[config.mk]
export PLATFORM = sky130hd
export DESIGN_NAME = piso_frame_serializer
export DESIGN_NICKNAME = d
export VERILOG_FILES = /design/src/rtl/piso_pkg.sv /design/src/rtl/piso_frame_serializer.sv
export SDC_FILE = /design/constraint.sdc
export NUM_CORES = 1
export LEC_CHECK = 0
export CAP_MARGIN = 10
export CORE_ASPECT_RATIO = 1.1
export CORE_UTILIZATION = 45
export CTS_CLUSTER_SIZE = 10
export DETAILED_ROUTE_END_ITERATION = 16
export HOLD_SLACK_MARGIN = 0.1
export PLACE_DENSITY = 0.68
export SYNTH_ARGS = -nofsm -noshare
export SYNTH_HDL_FRONTEND = slang
export SYNTH_SLANG_ARGS = --single-unit
[constraint.sdc]
create_clock -name clk -period 3.8 [get_ports clk]
set_input_delay 0.57 -clock clk [delete_from_list [all_inputs] [get_ports clk]]
set_output_delay 0.57 -clock clk [all_outputs]
set_load 0.01 [all_outputs]
[src/rtl/piso_pkg.sv]
// Shared types and line levels for the framed PISO serializer.
package piso_pkg;

  typedef enum logic [2:0] {
    IDLE,
    START,
    DATA,
    PARITY,
    GAP
  } state_e;

  localparam logic START_LEVEL = 1'b1;
  localparam logic IDLE_LEVEL  = 1'b0;

endpackage

[src/rtl/piso_frame_serializer.sv]
// Framed parallel-in/serial-out stage: start bit, payload, optional even
// parity, one gap bit. Outputs are registered from the next state so every
// output changes on the clock edge that enters the corresponding state.
module piso_frame_serializer
  import piso_pkg::*;
#(
  parameter int DATA_W    = 8,
  parameter bit LSB_FIRST = 1'b0,
  parameter bit PARITY_EN = 1'b1
) (
  input  logic              clk,
  input  logic              rst,
  input  logic [DATA_W-1:0] in_data,
  input  logic              in_valid,
  output logic              in_ready,
  output logic              sout,
  output logic              sframe,
  output logic              done
);

  localparam int              CW   = (DATA_W > 1) ? $clog2(DATA_W) : 1;
  localparam logic [CW-1:0]   LAST = CW'(DATA_W - 1);

  state_e              state_q, state_d;
  logic [CW-1:0]       cnt_q, cnt_d;
  logic [DATA_W-1:0]   data_q, data_d;
  logic                par_q, par_d;
  logic                sout_q, sout_d;
  logic                sframe_q, sframe_d;
  logic                done_q, done_d;
  logic                in_ready_q, in_ready_d;
  logic                accept;
  logic [CW-1:0]       bit_idx;

  assign accept = in_valid && in_ready_q;

  // Next-state, counter, holding register and next-state-based output decode.
  always_comb begin
    state_d  = state_q;
    cnt_d    = cnt_q;
    data_d   = data_q;
    par_d    = par_q;
    sout_d   = IDLE_LEVEL;
    sframe_d = 1'b0;
    done_d   = 1'b0;
    bit_idx  = '0;

    // Parity is folded once at capture so the PARITY cycle just replays it.
    if (accept) begin
      data_d = in_data;
      par_d  = ^in_data;
    end

    case (state_q)
      IDLE:    if (accept) state_d = START;
      START: begin
        state_d = DATA;
        cnt_d   = '0;
      end
      DATA: begin
        if (cnt_q == LAST) state_d = PARITY_EN ? PARITY : GAP;
        else               cnt_d   = cnt_q + 1'b1;
      end
      PARITY:  state_d = GAP;
      GAP:     state_d = accept ? START : IDLE;
      default: state_d = IDLE;
    endcase

    bit_idx = LSB_FIRST ? cnt_d : (LAST - cnt_d);

    case (state_d)
      START: begin
        sout_d   = START_LEVEL;
        sframe_d = 1'b1;
      end
      DATA: begin
        sout_d   = data_d[bit_idx];
        sframe_d = 1'b1;
      end
      PARITY: begin
        sout_d   = par_d;
        sframe_d = 1'b1;
      end
      GAP:     done_d = 1'b1;
      default: ;
    endcase

    in_ready_d = (state_d == IDLE) || (state_d == GAP);
  end

  // State and registered outputs; reset abandons any word in flight.
  always_ff @(posedge clk or negedge rst) begin
    if (!rst) begin
      state_q    <= IDLE;
      cnt_q      <= '0;
      data_q     <= '0;
      par_q      <= 1'b0;
      sout_q     <= IDLE_LEVEL;
      sframe_q   <= 1'b0;
      done_q     <= 1'b0;
      in_ready_q <= 1'b0;
    end else begin
      state_q    <= state_d;
      cnt_q      <= cnt_d;
      data_q     <= data_d;
      par_q      <= par_d;
      sout_q     <= sout_d;
      sframe_q   <= sframe_d;
      done_q     <= done_d;
      in_ready_q <= in_ready_d;
    end
  end

  assign in_ready = in_ready_q;
  assign sout     = sout_q;
  assign sframe   = sframe_q;
  assign done     = done_q;

endmodule

# == Word level (Yosys, flattened, before mapping) ==
# Cells that the tools add are included.
# op_classes
addsub,2
n_mux,13
n_reduce_logical,6
n_eq_ne,9
order_cmp,1
# op_table
op,n
3-bit case mux with 5 select lines,1
"3-bit by 2-bit == test with 1-bit output, second input constant",4
"3-bit == test, second input constant",3
3-bit two-way mux,3
8-bit two-way mux,1
8-bit XOR reduction,1
"3-bit by 1-bit == test with 1-bit output, second input constant",2
3-bit zero test,2
3-bit case mux with 2 select lines,1
1-bit two-way mux,5
"3-bit by 4-bit less-than comparator with 1-bit output, second input constant",1
"3-bit by 1-bit adder with 3-bit output, second input constant",1
1-bit binary-select mux with 3-bit select,1
1-bit case mux with 3 select lines,1
3-bit OR reduction,1
"3-bit subtractor, first input constant",1
1-bit logical AND,1
1-bit logical OR,1
# word_totals
out_inout_bits,4
ff_bits,19

# == Logic depth before layout (Yosys ltp) ==
# Gate-level depths: netlist of the first run.
# depth
word_depth,7
mapped_depth,8

# == Worst setup path after synthesis of the first run ==
# Ideal clock, no wire load.
# synth_timing
path_type,reg2reg
start,register cnt_q[0]
end,"register sout_q, in the netlist sout"
setup_time_ns,0.076
stages_incl_launch_ff,9
path_slack_ns,1.893
n_path_buf,1
arrival_time_ns,1.830
cell_sequence,dfrtp_1 > ha_1 > a211oi_1 > a31oi_1 > clkbuf_8 > a22o_1 > a311oi_1 > nor4_1 > o21ai_1
# synth_between
elab_chain_len,7
elab_cells_between_ends,13
# synth_rtl
item,line,text
"start, declared",piso_frame_serializer.sv:25,"logic [CW-1:0] cnt_q, cnt_d;"
"start signal, assigned",piso_frame_serializer.sv:104,cnt_q <= cnt_d;
3-bit by 1-bit adder with 3-bit output or 3-bit == test (tied branches),"piso_frame_serializer.sv:62, piso_frame_serializer.sv:61",
3-bit two-way mux,piso_frame_serializer.sv:61,if (cnt_q == LAST) state_d = PARITY_EN ? PARITY : GAP;
3-bit case mux with 2 select lines,piso_frame_serializer.sv:54,case (state_q)
3-bit subtractor,piso_frame_serializer.sv:69,bit_idx = LSB_FIRST ? cnt_d : (LAST - cnt_d);
1-bit binary-select mux with 3-bit select,piso_frame_serializer.sv:77,sout_d = data_d[bit_idx];
1-bit two-way mux (implied by the code),piso_frame_serializer.sv:77,
1-bit case mux with 3 select lines (*),piso_frame_serializer.sv:71,case (state_d)
named net sout_d,piso_frame_serializer.sv:28,"logic sout_q, sout_d;"
"end signal, assigned",piso_frame_serializer.sv:107,sout_q <= sout_d;
"end, declared",piso_frame_serializer.sv:28,
# The timed path passes the listed nets; every way through them passes the cells marked *. The select of a mux whose other input is x is not followed.

# == Worst setup path in the final report of the first run ==
# layout_timing
start,register cnt_q[1]
end,"register sout_q, in the netlist sout"
# The elaborated chain is that of the path after synthesis.

==> metrics.md, run 1 <==
| Metric | Value |
|---|---|
| Status | `complete, no violations` |
| Global-route wire length before repair | `3249 um` |
| Via count | `approximately 810` |
| Synthesis warning total | `0` |
| Cts-stage hold buffer count | `0` |
| HPWL after detailed placement | `1370 um` |
| Share of the core filled with cells | `between 50% and 60%` |
| Clock root buffer | `sky130_fd_sc_hd__clkbuf_4` |
| Area of the mapped netlist | `1045 sq um` |
| Cells along the critical path | `ha_1 > a211oi_1 > a31oi_1 > a22o_2 > a311oi_1 > nor4_1 > o21ai_1` |
| Sequential element share of the synthesized area | `45.51%` |
| Pin count of the biggest net entering global routing | `20` |
| Gr usage total | `18.58%` |
| Worst setup skew after layout | `0.002346 ns` |
| PostCTS Resize Cnt | `0` |
| Most numerous cell types in the synthesized netlist | `28 x sky130_fd_sc_hd__nand2_1, 19 x sky130_fd_sc_hd__dfrtp_1, 8 x sky130_fd_sc_hd__nand4_1, 8 x sky130_fd_sc_hd__xnor2_1, 5 x sky130_fd_sc_hd__inv_1` |
| Maximum buffer depth of the clock tree | `2` |
| Kind of launch point of the worst setup path | `flip-flop` |
| Aggregate routed wire length | `1877 um` |
| Leading cell type by number of instances after synthesis | `sky130_fd_sc_hd__nand2_1` |
| Cell count after synthesis | `108` |
| Final cycle utilization of the critical path | `approximately 63%` |
| Die boundary height | `52.54 um` |
| Core area | `2106 sq um` |
| Primary FF master, synth | `sky130_fd_sc_hd__dfrtp_1` |
| Std cell rows | `17` |
| Drt first-iter violations | `15` |
| Family of cells with the greatest summed delay on the critical path | `compound AO/OA/AOI/OAI gates` |
| Delay of the slowest cell on the worst path | `0.81 ns` |
| Max_slew headroom | `between 20% and 30%` |
| Count of cell types in the netlist | `28` |
| Antenna violations before repair | `0` |
| Total count of max-transition violations in the final report | `0` |
| Kind of capture point of the worst setup path | `flip-flop` |
| Count of unresolved DRC violations after routing | `0` |
| Number of failing setup endpoints in the final timing report | `0` |
| Areal power density over the cells | `788.5 nW/um^2` |
| Setup repair after global routing missed its margin | `false` |
| IR drop worst, VDD | `between 0.3 and 0.4 mV` |
| Chip width | `47.94 um` |
| Synth Area per Inst | `around 9.7 sq um` |
| Placed standard-cell area | `1147 sq um` |
| Share of layout cells above drive strength 1 | `9.167%` |
| Boundary Pins | `15` |
| Number of antenna-violating nets in the routed design | `0` |
| Pin slew with the least headroom to its limit | `1.060 ns` |
| Static leakage | `around 0.52 nW` |
| Data arrival at the endpoint of the critical path | `about 2.6 ns` |
| TritonCTS Buffers | `3` |
| Post-route standard cell area excluding fillers | `1174 sq um` |
| Worst Path Buf+Inv | `0` |
| Final net count | `133` |
| First-pass iteration count of the detailed router | `4` |
| Data required time at the worst endpoint | `a little under 4 ns` |
| Area leader, netlist | `sky130_fd_sc_hd__dfrtp_1` |
| Share of the synthesized area in the top cell type | `roughly 46%` |
| Growth of design area from synthesis to finish | `12.34%` |
| Final Critical Period | `~2.4 ns` |
| Initial standard-cell utilization of the core | `about 50%` |
| Sinks on Clock Net | `19` |
| Vias per std cell | `5.459` |
| Register bit total from synthesis | `19` |
| Post-synth ARST share | `100.0%` |
| Count of flip-flops with a built-in enable after synthesis | `0` |
| CP max-delay cell | `sky130_fd_sc_hd__a31oi_1` |
| Post-CTS setup-driven buffer insertion count | `0` |
| Layout filler cell count | `188` |
| Antenna fix cells | `0` |
| H-tree Lvls | `1` |
| Via count of the first global-routing pass | `767` |
| Total of buffers placed on input and output ports | `14` |
| Post-CTS clock slew at the launch and capture registers of the worst setup and hold paths | `0.09 ns` |
| TritonCTS clock tree | `done` |
| Total congestion overflow after global routing | `0` |
| Global placement routability congestion | `0.7808` |
| Hold WC Path Type | `reg -> reg` |
| Startpoint-to-endpoint class of the critical path | `reg -> reg` |
| Setup TNS | `0 ns` |
| Max Fanout on Critical Path | `13` |
| Dominant cells by area after synthesis | `sky130_fd_sc_hd__dfrtp_1 46%, sky130_fd_sc_hd__nand2_1 10%, sky130_fd_sc_hd__xnor2_1 6.7%, sky130_fd_sc_hd__nand4_1 4.8%, sky130_fd_sc_hd__buf_6 4.3%` |
| Routed length per instance | `12.68 um` |
| Clock latency at the later pin of the worst-skew pair | `0.29 ns` |
| Maxcap violations | `0` |
| Peak Freq | `415.9 MHz` |
| Post-synthesis net count | `120` |
| Floorplan die area | `2519 sq um` |
| Number of hold violations in the final report | `0` |
[flip-flops by register name, summed over array words and instances (netlist names)]
| signal | cells |
|---|---|
| cnt_q | 3 |
| done | 1 |
| sout | 1 |
| data_q | 8 |
| sframe | 1 |
| state_q | 3 |
| par_q | 1 |
| in_ready | 1 |
[placed cells by master, fill, tap and decap left out]
cell type                         instances
sky130_fd_sc_hd__a211oi_1                 1
sky130_fd_sc_hd__a21oi_1                  1
sky130_fd_sc_hd__a221o_1                  1
sky130_fd_sc_hd__a22o_1                   2
sky130_fd_sc_hd__a22o_2                   3
sky130_fd_sc_hd__a22oi_1                  2
sky130_fd_sc_hd__a311oi_1                 4
sky130_fd_sc_hd__a31oi_1                  3
sky130_fd_sc_hd__and2_1                   1
sky130_fd_sc_hd__and2_2                   2
sky130_fd_sc_hd__and3_2                   1
sky130_fd_sc_hd__clkbuf_1                 1
sky130_fd_sc_hd__clkbuf_4                 3
sky130_fd_sc_hd__clkdlybuf4s50_1         14
sky130_fd_sc_hd__dfrtp_1                 19
sky130_fd_sc_hd__ha_1                     1
sky130_fd_sc_hd__inv_1                    5
sky130_fd_sc_hd__nand2_1                 28
sky130_fd_sc_hd__nand4_1                  8
sky130_fd_sc_hd__nor2_1                   3
sky130_fd_sc_hd__nor2b_4                  1
sky130_fd_sc_hd__nor3_1                   1
sky130_fd_sc_hd__nor4_1                   1
sky130_fd_sc_hd__o21a_1                   1
sky130_fd_sc_hd__o21ai_0                  2
sky130_fd_sc_hd__o21ai_1                  1
sky130_fd_sc_hd__or2_2                    1
sky130_fd_sc_hd__or2b_1                   1
sky130_fd_sc_hd__xnor2_1                  8
[per-layer routing]
layer  share of wire (%)  vias up  GRT usage [%]
li1                    -      406              -
met2                  48       20          29.28
met1                  46      380          22.46
met4                0.59        0          4.167
met3                 5.5        2          8.966
met5                   0        -              0
[cells by family (layout without fill, tap and decap cells)]
group | after synthesis | in the layout | synth area share [%]
xor+xnor | 8 | 8 | 6.707
buf+inv | 11 | 23 | 8.743
flops | 19 | 19 | 45.51
compound gates | 21 | 21 | 15.45
simple gates | 48 | 48 | 22.40
fa+ha+maj | 1 | 1 | 1.197
[worst paths after layout]
check                      cells past startpoint      start  slack (ns)        end
max reg2reg                                    7   cnt_q[1]        1.40       sout
min                                            2  data_q[6]        0.48  data_q[6]
min in group asynchronous                      1        rst        0.75  data_q[4]
min reg2reg                                    2  data_q[6]        0.48  data_q[6]
max                                            7   cnt_q[1]        1.40       sout
max in group asynchronous                      1        rst        2.54   cnt_q[1]
[per-stage QoR]
| step | std cells | power [mW] | setup WS, ns | hold WS [ns] |
|---|---|---|---|---|
| floorplan | 108 | 0.7562 | 1.893 | 0.2744 |
| global placement | 144 | 0.8175 | 1.420 | 0.4552 |
| detailed placement | 144 | 0.8311 | 1.386 | 0.4622 |
| CTS | 148 | 0.9307 | 1.408 | 0.4865 |
| global route | 148 | 1.009 | 1.133 | 0.4967 |
| finish | 148 | 0.9254 | 1.395 | 0.4778 |
[worst reg2reg max path: cells and delay by family, from the launching register on]
family | cells | cell delay (ns)
flops | 1 | 0.38
compound gates | 5 | 1.40
fa+ha+maj | 1 | 0.22
simple gates | 1 | 0.29
[area by class of cell]
cell class	instances	area [sq um]	share of cell area, %
tap	28	35.03	2.985
sequential	19	475.5	40.51
timing repair buffer	14	140.1	11.94
multi-input combinational	78	478.0	40.72
inverter	5	18.77	1.599
clock buffer	4	26.28	2.239
[power breakdown]
part / internal, mW / switching (mW)
clock network: 0.0408 / 0.0547
logic: 0.207 / 0.262
registers: 0.294 / 0.0667
Power figures use the tool's default switching activity.
==> run 2, diff against run 1 <==
==> constraint.sdc (replaced) <==
create_clock -name clk -period 2.5 [get_ports clk]
set_input_delay 0.375 -clock clk [delete_from_list [all_inputs] [get_ports clk]]
set_output_delay 0.375 -clock clk [all_outputs]
set_load 0.01 [all_outputs]
==> run 2 against run 1 <==
Register-to-register slack lost 1.1 ns. Global-route usage rose by 1.5 points. Critical path depth is the same. Worst hold slack got worse by 0.082 ns. Cell area up 3.7%. Critical path type unchanged. Critical endpoint unchanged. Largest power group unchanged.
==> metrics.md, run 2 (synthesis gave the netlist of run 1 again) <==
| Metric | Value |
|---|---|
| Status | `complete, no violations` |
| Final cycle utilization of the critical path | `87.74%` |
| Final Critical Period | `2.194 ns` |
| Worst setup timing slack at the placement stage | `0.2141 ns` |
| Count of unresolved DRC violations after routing | `0` |
| Peak Freq | `455.9 MHz` |
| Cell Count Post-Placement | `149` |
| Setup repair after global routing missed its margin | `false` |
| Cts-stage hold buffer count | `0` |
| PostCTS Resize Cnt | `0` |
| Startpoint-to-endpoint class of the critical path | `reg -> reg` |
| Total of buffers placed on input and output ports | `14` |
| Metal3 WL | `105 um` |
| Clock latency at the later pin of the worst-skew pair | `0.30 ns` |
| Gr usage total | `about a fifth` |
| Worst setup margin | `0.3064 ns` |
| Via count | `836` |
| Static leakage | `~0.55 nW` |
| Initial standard-cell utilization of the core | `49.61%` |
| Antenna violations before repair | `0` |
| Data required time at the worst endpoint | `between 2 and 3 ns` |
| Final net count | `about 140` |
| Global-route wire length before repair | `3519 um` |
| TritonCTS clock tree | `done` |
| Most common cell after layout, fill and taps aside | `sky130_fd_sc_hd__nand2_1` |
| Total congestion overflow after global routing | `0` |
| First-pass iteration count of the detailed router | `4` |
| Pin slew with the least headroom to its limit | `0.5670 ns` |
| Number of antenna-violating nets in the routed design | `0` |
| Clock root buffer | `sky130_fd_sc_hd__clkbuf_4` |
| Hold WC Path Type | `in -> async` |
| Number of hold violations in the final report | `0` |
| Areal power density over the cells | `around 1200 nW/um^2` |
| Register containing the most flip-flops in the final layout | `data_q` |
| Maximum buffer depth of the clock tree | `2` |
| Finished Layout Cells | `153` |
| Boundary Pins | `15` |
| Commonest non-fill, non-tap cells in the layout | `28 x sky130_fd_sc_hd__nand2_1, 19 x sky130_fd_sc_hd__dfrtp_1, 14 x sky130_fd_sc_hd__clkdlybuf4s50_1` |
| Number of failing setup endpoints in the final timing report | `0` |
| Worst setup skew after layout | `0.005143 ns` |
| Growth of design area from synthesis to finish | `16.53%` |
| Antenna fix cells | `0` |
| Number of flip-flops under the largest register name | `8` |
| Sinks on Clock Net | `19` |
| H-tree Lvls | `1` |
| Kind of launch point of the worst setup path | `flip-flop` |
| Vias per std cell | `roughly 5.5` |
| Layout filler cell count | `between 150 and 200` |
| Data arrival at the endpoint of the critical path | `between 2 and 2.5 ns` |
| Detailed-routing wirelength on met1 | `889 um` |
| Core area | `between 2000 and 2500 sq um` |
| Die boundary height | `52.54 um` |
| IR drop worst, VDD | `between 0.5 and 0.6 mV` |
| Maxcap violations | `0` |
| Via count of the first global-routing pass | `833` |
| Top Registers | `data_q x8, cnt_q x3, state_q x3` |
| Aggregate routed wire length | `2011 um` |
| Floorplan die area | `2519 sq um` |
| Drt first-iter violations | `21` |
| Max Fanout on Critical Path | `13` |
| Chip width | `47.94 um` |
| Setup TNS | `0 ns` |
| Final-layout worst hold slack | `just under 0.4 ns` |
| Post-CTS clock slew at the launch and capture registers of the worst setup and hold paths | `around 0.11 ns` |
| Kind of capture point of the worst setup path | `flip-flop` |
| TritonCTS Buffers | `3` |
| Total count of max-transition violations in the final report | `0` |
| HPWL after detailed placement | `1499 um` |
| Routed length per instance | `13.14 um` |
| Std cell rows | `17` |
| Max Used Layer | `met4` |
| Post-CTS setup-driven buffer insertion count | `0` |
| Share of layout cells above drive strength 1 | `between 10% and 20%` |
| Routed length on met2 | `roughly 1000 um` |
| Pin count of the biggest net entering global routing | `20` |
| Max_slew headroom | `62.08%` |
| Global placement routability congestion | `0.7673` |
==> run 2: cell count changes in the layout (fill, tap and decap cells not counted) <==
cell	change
sky130_fd_sc_hd__a31oi_2	+1
sky130_fd_sc_hd__buf_4	+5
sky130_fd_sc_hd__a31oi_1	-1
==> run 2: metrics by stage <==
stage               cell area (sq um)  util (%)  total power, mW
floorplan                        1045         -            1.149
global placement                 1185     56.27            1.275
detailed placement               1185     56.27            1.297
CTS                              1211     57.52            1.459
global route                     1217     57.81            1.593
finish                           1217     57.81            1.462
==> run 2: final cells by class <==
cell class | count | area, sq um | area share, %
Multi-Input combinational cell | 78 | 484.2 | 39.77
Sequential cell | 19 | 475.5 | 39.05
Timing Repair Buffer | 19 | 177.7 | 14.59
Tap cell | 28 | 35.03 | 2.878
Clock buffer | 4 | 26.28 | 2.158
Inverter | 5 | 18.77 | 1.542
==> run 2: layer usage <==
metal  global-route usage, %  vias to the layer above
li1                        -                      411
met1                   26.41                      392
met2                   29.73                       29
met3                   4.138                        4
met4                   11.11                        0
met5                       0                        -
==> run 2: worst paths after layout <==
check | start | slack, ns | endpoint | cells after the start
min in group clk | data_q[2] | 0.49 | data_q[2] | 2
max reg2reg | cnt_q[0] | 0.31 | sout | 7
max in group asynchronous | rst | 1.90 | state_q[2] | 2
max | cnt_q[0] | 0.31 | sout | 7
min | rst | 0.40 | data_q[4] | 2
min reg2reg | data_q[2] | 0.49 | data_q[2] | 2
==> run 2: worst max-delay path, stage by stage, from the launching register on <==
cell and delay, ns:
sky130_fd_sc_hd__dfrtp_1 0.41, sky130_fd_sc_hd__ha_1 0.25, sky130_fd_sc_hd__a211oi_1 0.38, sky130_fd_sc_hd__a31oi_2 0.30
sky130_fd_sc_hd__a22o_2 0.29, sky130_fd_sc_hd__a311oi_1 0.29, sky130_fd_sc_hd__nor4_1 0.09, sky130_fd_sc_hd__o21ai_1 0.13
==> run 2: power breakdown <==
group / leakage (nW) / total [mW] / internal (mW) / switching, mW
Sequential: 0.235 / 0.532 / 0.448 / 0.0842
Combinational: 0.296 / 0.775 / 0.350 / 0.425
Clock: 0.0150 / 0.155 / 0.0621 / 0.0926
Total: 0.546 / 1.46 / 0.860 / 0.602
